`src/rtl/cpu_pkg.sv`:
```
// Shared types and sizing helpers for the memory address register sequencer (mar_seq).
package cpu_pkg;

  typedef enum logic [1:0] {
    IDLE = 2'd0,
    REQ  = 2'd1,
    DONE = 2'd2,
    ERR  = 2'd3
  } mar_state_t;

  localparam int unsigned MAR_TIMEOUT_DEFAULT = 15;

  // The counter must be able to hold TIMEOUT itself, hence the +1.
  function automatic int unsigned cnt_width(input int unsigned timeout);
    return (timeout < 1) ? 1 : $clog2(timeout + 1);
  endfunction

  localparam int unsigned MAR_CNT_W = cnt_width(MAR_TIMEOUT_DEFAULT);

endpackage

```
`src/rtl/mar_addr_unit.sv`:
```
// Address register with set > add_off > inc priority and modulo-2**AW arithmetic.
module mar_addr_unit
  import cpu_pkg::*;
#(
  parameter int unsigned AW = 8
) (
  input  logic          clk,
  input  logic          rst_n,
  input  logic          upd_en,
  input  logic          set,
  input  logic [AW-1:0] ALU_out,
  input  logic          add_off,
  input  logic [AW-1:0] offset,
  input  logic          inc,
  input  logic          bump,
  output logic [AW-1:0] addr_o
);

  logic [AW-1:0] addr_q, addr_d;

  // Updates from the control unit only count when the sequencer is idle; bump is the post-access increment.
  always_comb begin
    addr_d = addr_q;
    if (upd_en) begin
      if (set) begin
        addr_d = ALU_out;
      end else if (add_off) begin
        addr_d = addr_q + offset;
      end else if (inc) begin
        addr_d = addr_q + AW'(1);
      end
    end else if (bump) begin
      addr_d = addr_q + AW'(1);
    end
  end

  always_ff @(posedge clk or negedge rst_n) begin
    if (!rst_n) begin
      addr_q <= '0;
    end else begin
      addr_q <= addr_d;
    end
  end

  assign addr_o = addr_q;

endmodule

```
`src/rtl/mar_seq.sv`:
```
// Memory address register with a single-outstanding read/write handshake and timeout.
// Define MAR_BOUND_CHECK_EN to reject accesses above ADDR_LIMIT and expose bound_fault.
module mar_seq
  import cpu_pkg::*;
#(
  parameter int unsigned AW         = 8,
  parameter int unsigned AUTO_INC   = 0,
  parameter int unsigned TIMEOUT    = MAR_TIMEOUT_DEFAULT,
  parameter int unsigned ADDR_LIMIT = 2**AW - 1
) (
  input  logic          clk,
  input  logic          rst_n,
  input  logic          set,
  input  logic [AW-1:0] ALU_out,
  input  logic          inc,
  input  logic          add_off,
  input  logic [AW-1:0] offset,
  input  logic          start,
  input  logic          wr,
  output logic          mem_req,
  output logic          mem_we,
  input  logic          mem_ack,
  output logic [AW-1:0] Address_bus,
  output logic          busy,
  output logic          done,
  output logic          err
`ifdef MAR_BOUND_CHECK_EN
  ,
  output logic          bound_fault
`endif
);

  localparam int unsigned CW = (TIMEOUT == MAR_TIMEOUT_DEFAULT) ? MAR_CNT_W : cnt_width(TIMEOUT);

  if (AW < 4 || AW > 16 || TIMEOUT < 1 || TIMEOUT > 255 || ADDR_LIMIT > (2**AW - 1)) begin : g_param_check
    $error("mar_seq: illegal parameter combination");
  end

  mar_state_t    state_q, state_d;
  logic [CW-1:0] cnt_q, cnt_d;
  logic          we_q, we_d;
  logic          in_idle;
  logic          bound_hit;

  assign in_idle = (state_q == IDLE);

`ifdef MAR_BOUND_CHECK_EN
  assign bound_hit = (32'(Address_bus) > ADDR_LIMIT);
`else
  assign bound_hit = 1'b0;
`endif

  mar_addr_unit #(
    .AW(AW)
  ) u_addr (
    .clk     (clk),
    .rst_n   (rst_n),
    .upd_en  (in_idle),
    .set     (set),
    .ALU_out (ALU_out),
    .add_off (add_off),
    .offset  (offset),
    .inc     (inc),
    .bump    ((state_q == DONE) && (AUTO_INC != 0)),
    .addr_o  (Address_bus)
  );

  // An ack in the same cycle the counter hits TIMEOUT wins over the timeout.
  always_comb begin
    state_d = state_q;
    cnt_d   = cnt_q;
    we_d    = we_q;
    unique case (state_q)
      IDLE: begin
        if (start) begin
          we_d    = wr;
          cnt_d   = '0;
          state_d = bound_hit ? ERR : REQ;
        end
      end
      REQ: begin
        if (mem_ack) begin
          state_d = DONE;
        end else if (cnt_q == CW'(TIMEOUT)) begin
          state_d = ERR;
        end else begin
          cnt_d = cnt_q + CW'(1);
        end
      end
      DONE: begin
        cnt_d   = '0;
        state_d = IDLE;
      end
      ERR: begin
        cnt_d   = '0;
        state_d = IDLE;
      end
      default: begin
        state_d = IDLE;
      end
    endcase
  end

  always_ff @(posedge clk or negedge rst_n) begin
    if (!rst_n) begin
      state_q <= IDLE;
      cnt_q   <= '0;
      we_q    <= 1'b0;
    end else begin
      state_q <= state_d;
      cnt_q   <= cnt_d;
      we_q    <= we_d;
    end
  end

  assign mem_req = (state_q == REQ);
  assign mem_we  = we_q & mem_req;
  assign busy    = ~in_idle;
  assign done    = (state_q == DONE);
  assign err     = (state_q == ERR);

`ifdef MAR_BOUND_CHECK_EN
  logic bound_fault_q;

  always_ff @(posedge clk or negedge rst_n) begin
    if (!rst_n) begin
      bound_fault_q <= 1'b0;
    end else if (in_idle && start && bound_hit) begin
      bound_fault_q <= 1'b1;
    end else if (in_idle && set) begin
      bound_fault_q <= 1'b0;
    end
  end

  assign bound_fault = bound_fault_q;
`endif

endmodule

```
`config.mk`:
```
export PLATFORM = sky130hd
export DESIGN_NAME = mar_seq
export DESIGN_NICKNAME = d
export VERILOG_FILES = /design/src/rtl/cpu_pkg.sv /design/src/rtl/mar_addr_unit.sv /design/src/rtl/mar_seq.sv
export SDC_FILE = /design/constraint.sdc
export NUM_CORES = 1
export LEC_CHECK = 0
export CAP_MARGIN = 20
export CORE_MARGIN = 1
export CORE_UTILIZATION = 49
export DETAILED_ROUTE_END_ITERATION = 10
export GPL_ROUTABILITY_DRIVEN = 0
export PLACE_DENSITY = 0.85
export SYNTH_ARGS = -nofsm -noshare
export SYNTH_HDL_FRONTEND = slang
export SYNTH_SLANG_ARGS = --single-unit
```
`constraint.sdc`:
```
create_clock -name clk -period 3.5 [get_ports clk]
set_input_delay 0.525 -clock clk [delete_from_list [all_inputs] [get_ports clk]]
set_output_delay 0.525 -clock clk [all_outputs]
set_load 0.03 [all_outputs]
```
==> metrics.txt, run 1 <==
outcome=complete, no violations; CP delay by family, top=compound AO/OA/AOI/OAI gates; delay of the slowest cell on the worst path=0.55 ns; Tcrit/Tclk final=77.31%; Synth Register Bits=15; GRT Residual Overflow=0; hold_buf cts=0; cts bufs inserted=3; Max Clock Skew=0.0005053 ns; per-cell routed wire length=13.24 um; Avg Cell Area, Syn=8.957 um^2; post-synthesis sequential area ratio=33.26%; clk slew on worst S/H paths=0.08 ns; gr usage total=23.43%; CTS tree=built; final instance area=0.001529 mm^2; syn_nets=159; clock sink count=15; CTS Root Buffer Type=clkbuf_4; clock period minus final worst setup slack=2.706 ns; Worst Tran Pin Value=0.6384 ns; Post CTS Setup Buffer Count=0; min-delay worst type=reg2reg; most frequent cells in the layout=clkdlybuf4s50_1 (36), a21oi_1 (16), dfrtp_1 (15); pwr dens=628.9 mW/mm^2; Fmax=369.6 MHz; DRT Wirelength=2528 um; crit path DAT=2.88 ns; initial antenna violation count=0; vias in the first global route=1048; share of cells above drive strength 1=7.975%; Iter 0 DRT Violations=13; FP Rows=17; # IOs=37; Residual DRC=0; final worst slack=0.7942 ns; die extent in y=49.99 um; commonest non-fill, non-tap cell in the layout=clkdlybuf4s50_1; TNS Setup=0 ns; fin nets=197; Most used DFF post-synth=dfrtp_1; Synth cell types=42; vias=1039; Layout area overhead=35.48%; die width=49.99 um; DR vias/cell=5.440; Synth Instances=126; htree depth=1; final hold violations=0; dpl hpwl=1970 um; clock buffer depth=2; pre-CTS setup slack=0.5031 ns; first-pass GRT wire length=4409 um; n_diodes=0; crit path max-delay cell type=clkdlybuf4s50_1; drt pass-1 iters=4; critical path class=in2reg; number of routed nets with antenna violations=0; Clk Latency, worst-skew pair=0.28 ns; placed inst area=0.001503 mm^2; Pleak=0.6477 nW; peak supply drop=0.5216 mV; PortBufs=36; initial cell density of the core=51.51%; max-slew violations=0; # Max-Cap Violations=0; Slew HR=57.31%; Die Footprint=0.002499 mm^2; Startpoint Class=input port; Critical Path, Cell by Cell=clkdlybuf4s50_1, and2_1, ha_1, o211ai_2, o21ai_2, nand3_1, a32oi_1, mux2_1, o221a_1; CP Capture Type=flip-flop; Yosys warnings=0; number of flops mapped to enable cells by yosys=0; Final setup viols=0; CP required=3.67 ns; Buf+Inv Stages, Crit Path=1; number of gates resized after cts=0; Fill cells=180; CP Max Fanout=9; RSZ-0062 raised after global routing=false; Post-synth ARST share=100.0%; core area=0.002191 mm^2; synthesized area=0.001129 mm^2; largest net degree at the start of global routing=17
cells in the mapped netlist, types with 2 or more instances:
library cell  count  area share (%)
nor3_1            3             1.3
xor2_1            2             1.6
mux2i_1           2             1.8
nor3b_1           3             2.0
and2_1            7             3.9
clkbuf_1          2            0.67
o21ai_0           4             1.8
a21oi_1          16             7.1
nor2b_1           3             1.7
nor2_1           14             4.7
mux2_2            2             2.0
ha_1              8             8.9
dfrtp_1          15              33
nand2_1           8             2.7
xnor2_1           3             2.3
o21a_1            4             2.7
inv_1             5             1.7
final timing paths:
path / from / to / slack [ns] / depth (start not counted)
setup reg to reg: u_addr.addr_o[0] / u_addr.addr_o[6] / 1.38 / 9
max in group asynchronous: rst_n / cnt_q[3] / 2.46 / 1
hold / removal: we_q / we_q / 0.52 / 1
min in group asynchronous: rst_n / u_addr.addr_o[5] / 0.63 / 1
hold reg to reg: we_q / we_q / 0.52 / 1
setup / recovery: add_off / u_addr.addr_o[7] / 0.79 / 9
cells by family (layout without fill, tap and decap cells):
kind of cell	after synthesis	in the layout	share of synthesized area (%)
AO/OA/AOI/OAI	36	36	21.07
XOR/XNOR	5	5	3.881
adder cells (fa/ha/maj)	9	9	10.64
buffers and inverters	10	47	4.546
flip-flops	15	15	33.26
multiplexers	5	5	4.767
AND/OR/NAND/NOR	46	46	21.84
layout make-up:
class | instances | area, um^2 | share of cell area [%]
flip-flops and latches | 15 | 375.4 | 24.55
clock buffers | 4 | 26.28 | 1.718
multi-input cells | 101 | 701.9 | 45.91
well taps | 28 | 35.03 | 2.291
inverters | 6 | 22.52 | 1.473
repair buffers | 37 | 367.9 | 24.06
layer usage:
metal / vias up / wire, um / track usage (%)
li1: 523 / - / -
met1: 481 / 1157 / 27.36
met2: 29 / 1221 / 40.44
met3: 6 / 88 / 2.778
met4: 0 / 61 / 13.81
met5: - / 0 / 0
state kept, by name, indices dropped and copies added, names as in the netlist:
signal,count
state_q,2
cnt_q,4
u_addr.addr_o,8
we_q,1
stage by stage:
stage / util, % / std cells / hold slack (ns) / total power, mW
global route: 69.79 / 191 / 0.5483 / 1.034
detailed placement: 68.59 / 187 / 0.5008 / 0.8685
global placement: 68.59 / 187 / 0.4929 / 0.8416
CTS: 69.79 / 191 / 0.5252 / 0.9683
floorplan: - / 126 / 0.2294 / 0.6706
finish: 69.79 / 191 / 0.5171 / 0.9616
report_power, final:
group          internal, mW  switching [mW]
combinational         0.272           0.310
sequential            0.226          0.0580
clock                0.0443          0.0519
total                 0.542           0.420
(Power assumes the default switching activity.)
==> run 2: changes to the inputs <==
--- a/config.mk
+++ b/config.mk
@@ -7,10 +7,10 @@
 export LEC_CHECK = 0
 export CAP_MARGIN = 20
 export CORE_MARGIN = 1
-export CORE_UTILIZATION = 49
+export CORE_UTILIZATION = 45
 export DETAILED_ROUTE_END_ITERATION = 10
 export GPL_ROUTABILITY_DRIVEN = 0
-export PLACE_DENSITY = 0.85
+export PLACE_DENSITY = 0.79
 export SYNTH_ARGS = -nofsm -noshare
 export SYNTH_HDL_FRONTEND = slang
 export SYNTH_SLANG_ARGS = --single-unit
==> constraint.sdc (replaced) <==
create_clock -name clk -period 2.63 [get_ports clk]
set_input_delay 0.3945 -clock clk [delete_from_list [all_inputs] [get_ports clk]]
set_output_delay 0.3945 -clock clk [all_outputs]
set_load 0.03 [all_outputs]
==> run 2 against run 1 <==
Effect of this change:
- hold slack gained 0.0082 ns
- register-to-register slack lost 0.82 ns
- sequential power grew 29%
- flip-flop and latch count is the same
- utilization grew 0.20 points
- via count grew 4.7%
- critical path type unchanged
- largest cell class unchanged
- largest power group unchanged
- highest routed layer unchanged
==> metrics.txt, run 2 (same netlist as run 1, synthesis figures left out) <==
outcome=complete, no violations; R2R depth=7; drt pass-1 iters=4; Iter 0 DRT Violations=10; CP Max Fanout=4; cts bufs inserted=3; core area=0.002297 mm^2; crit path DAT=2.48 ns; n_diodes=0; RSZ-0062 raised after global routing=false; die extent in y=52.08 um; design internal power=0.7709 mW; Max Clock Skew=0.002985 ns; Critical Path, Cell by Cell=clkdlybuf4s50_1, and2_1, ha_1, o211ai_2, o21ai_2, nand3_1, a32oi_1, mux2_1, o221a_1; Buf+Inv Stages, Crit Path=1; dpl hpwl=2082 um; Clk pwr share=10.5%; max reg flops=8; clock buffer depth=2; die width=52.08 um; Pleak=0.7080 nW; per-cell routed wire length=13.64 um; Post CTS Setup Buffer Count=0; pwr dens=840.9 mW/mm^2; Worst Tran Pin Value=0.7377 ns; DR vias/cell=5.413; Reg2Reg Setup Slack=0.56 ns; CP delay by family, top=compound AO/OA/AOI/OAI gates; share of cells above drive strength 1=13.87%; initial antenna violation count=0; initial cell density of the core=49.13%; commonest non-fill, non-tap cell in the layout=clkdlybuf4s50_1; htree depth=1; worst r2r src=u_addr.addr_o[4]; critical path class=in2reg; met2 Resource Use GR=42.09%; Die Footprint=0.002712 mm^2; Net Sw Power=0.5810 mW; Residual DRC=0; clock period minus final worst setup slack=2.286 ns; r2r endpoint=u_addr.addr_o[7]; delay of the slowest cell on the worst path=0.40 ns; min-delay worst type=in2async; Tot Pwr=1.352 mW; Seq pwr share=27.0%; Fmax=437.5 MHz; M1 GR Usage=27.76%; Slew HR=50.66%; Final setup viols=0; number of gates resized after cts=0; FP Rows=17; crit path max-delay cell type=clkdlybuf4s50_1; pre-CTS setup slack=-0.1805 ns; first-pass GRT wire length=4588 um; # IOs=37; Clk Latency, worst-skew pair=0.29 ns; gr usage total=23.67%; CP Capture Type=flip-flop; Startpoint Class=input port; clock sink count=15; CTS tree=built; TNS Setup=0 ns; PortBufs=36; most frequent cells in the layout=clkdlybuf4s50_1 (35), a21oi_1 (16), dfrtp_1 (15); hold_buf cts=0; number of routed nets with antenna violations=0; CTS Root Buffer Type=clkbuf_4; largest net degree at the start of global routing=16; GR met3 Demand/Resource=5.556%; fin nets=207; peak supply drop=0.6346 mV; vias in the first global route=1081; Layout area overhead=42.46%; # Max-Cap Violations=0; GRT Residual Overflow=0; DRT Wirelength=2741 um; grt peak-use layer=met2; vias=1088; combinational fraction of design power=62.5%; final hold violations=0; CP required=2.82 ns; Tcrit/Tclk final=86.92%; max-slew violations=0; switch share=42.98%; clk slew on worst S/H paths=0.10 ns; final worst slack=0.3441 ns; worst hold slack=0.5253 ns
==> run 2: cell count changes in the layout (fill, tap and decap cells not counted), sizes merged <==
| cell | before | now |
|---|---|---|
| dlymetal6s2s | 0 | 1 |
| clkdlybuf4s50 | 36 | 35 |
| clkinv | 0 | 1 |
| clkbuf | 4 | 3 |
| buf | 1 | 11 |
==> run 2: worst register-to-register path: stages, from the launching register on <==
cell and delay [ns]:
dfrtp_1 0.42, ha_1 0.36, o211ai_2 0.13, o21ai_2 0.17, nand3_1 0.09, a32oi_1 0.23
mux2_1 0.34, o221a_1 0.22
==> run 2: metal layers <==
| layer | share of wire, % | up-vias |
|---|---|---|
| met5 | 0 | - |
| met4 | 0.99 | 0 |
| met3 | 4.1 | 5 |
| met2 | 51 | 26 |
| met1 | 44 | 513 |
| li1 | - | 544 |
==> run 2: power groups by stage <==
stage | Sequential, mW | Combinational (mW) | Clock (mW)
global placement | 0.368 | 0.821 | 0
detailed placement | 0.370 | 0.839 | 0
CTS | 0.366 | 0.847 | 0.147
global route | 0.377 | 0.928 | 0.161
finish | 0.366 | 0.845 | 0.141
floorplan | 0.469 | 0.424 | 0
==> run 2: per-stage QoR <==
step	util (%)	area (um^2)	cells
2_1_floorplan	-	1129	126
3_3_place_gp	68.68	1578	197
3_5_place_dp	68.68	1578	197
4_1_cts	69.88	1605	201
5_1_grt	69.99	1608	201
6_report	69.99	1608	201
==> run 2: area by class of cell <==
cell class                 instances  area (um^2)
inverter                           6        22.52
fill                             188        689.4
clock inverter                     1        5.005
timing repair buffer              47        445.4
sequential                        15        375.4
tap                               28        35.03
multi-input combinational        101        701.9
clock buffer                       3        22.52
==> run 2: how the worst max path moves through the flow <==
stage | end | cells after the start | slack, ns | from
after floorplan | u_addr.addr_o[6] | 9 | 0.52 | u_addr.addr_o[0]
final | u_addr.addr_o[7] | 9 | 0.34 | offset[2]
after global routing | u_addr.addr_o[7] | 9 | 0.22 | offset[2]
after detailed placement | u_addr.addr_o[7] | 9 | -0.18 | add_off
after global placement | u_addr.addr_o[7] | 9 | -0.03 | add_off
after CTS | u_addr.addr_o[7] | 9 | 0.14 | add_off
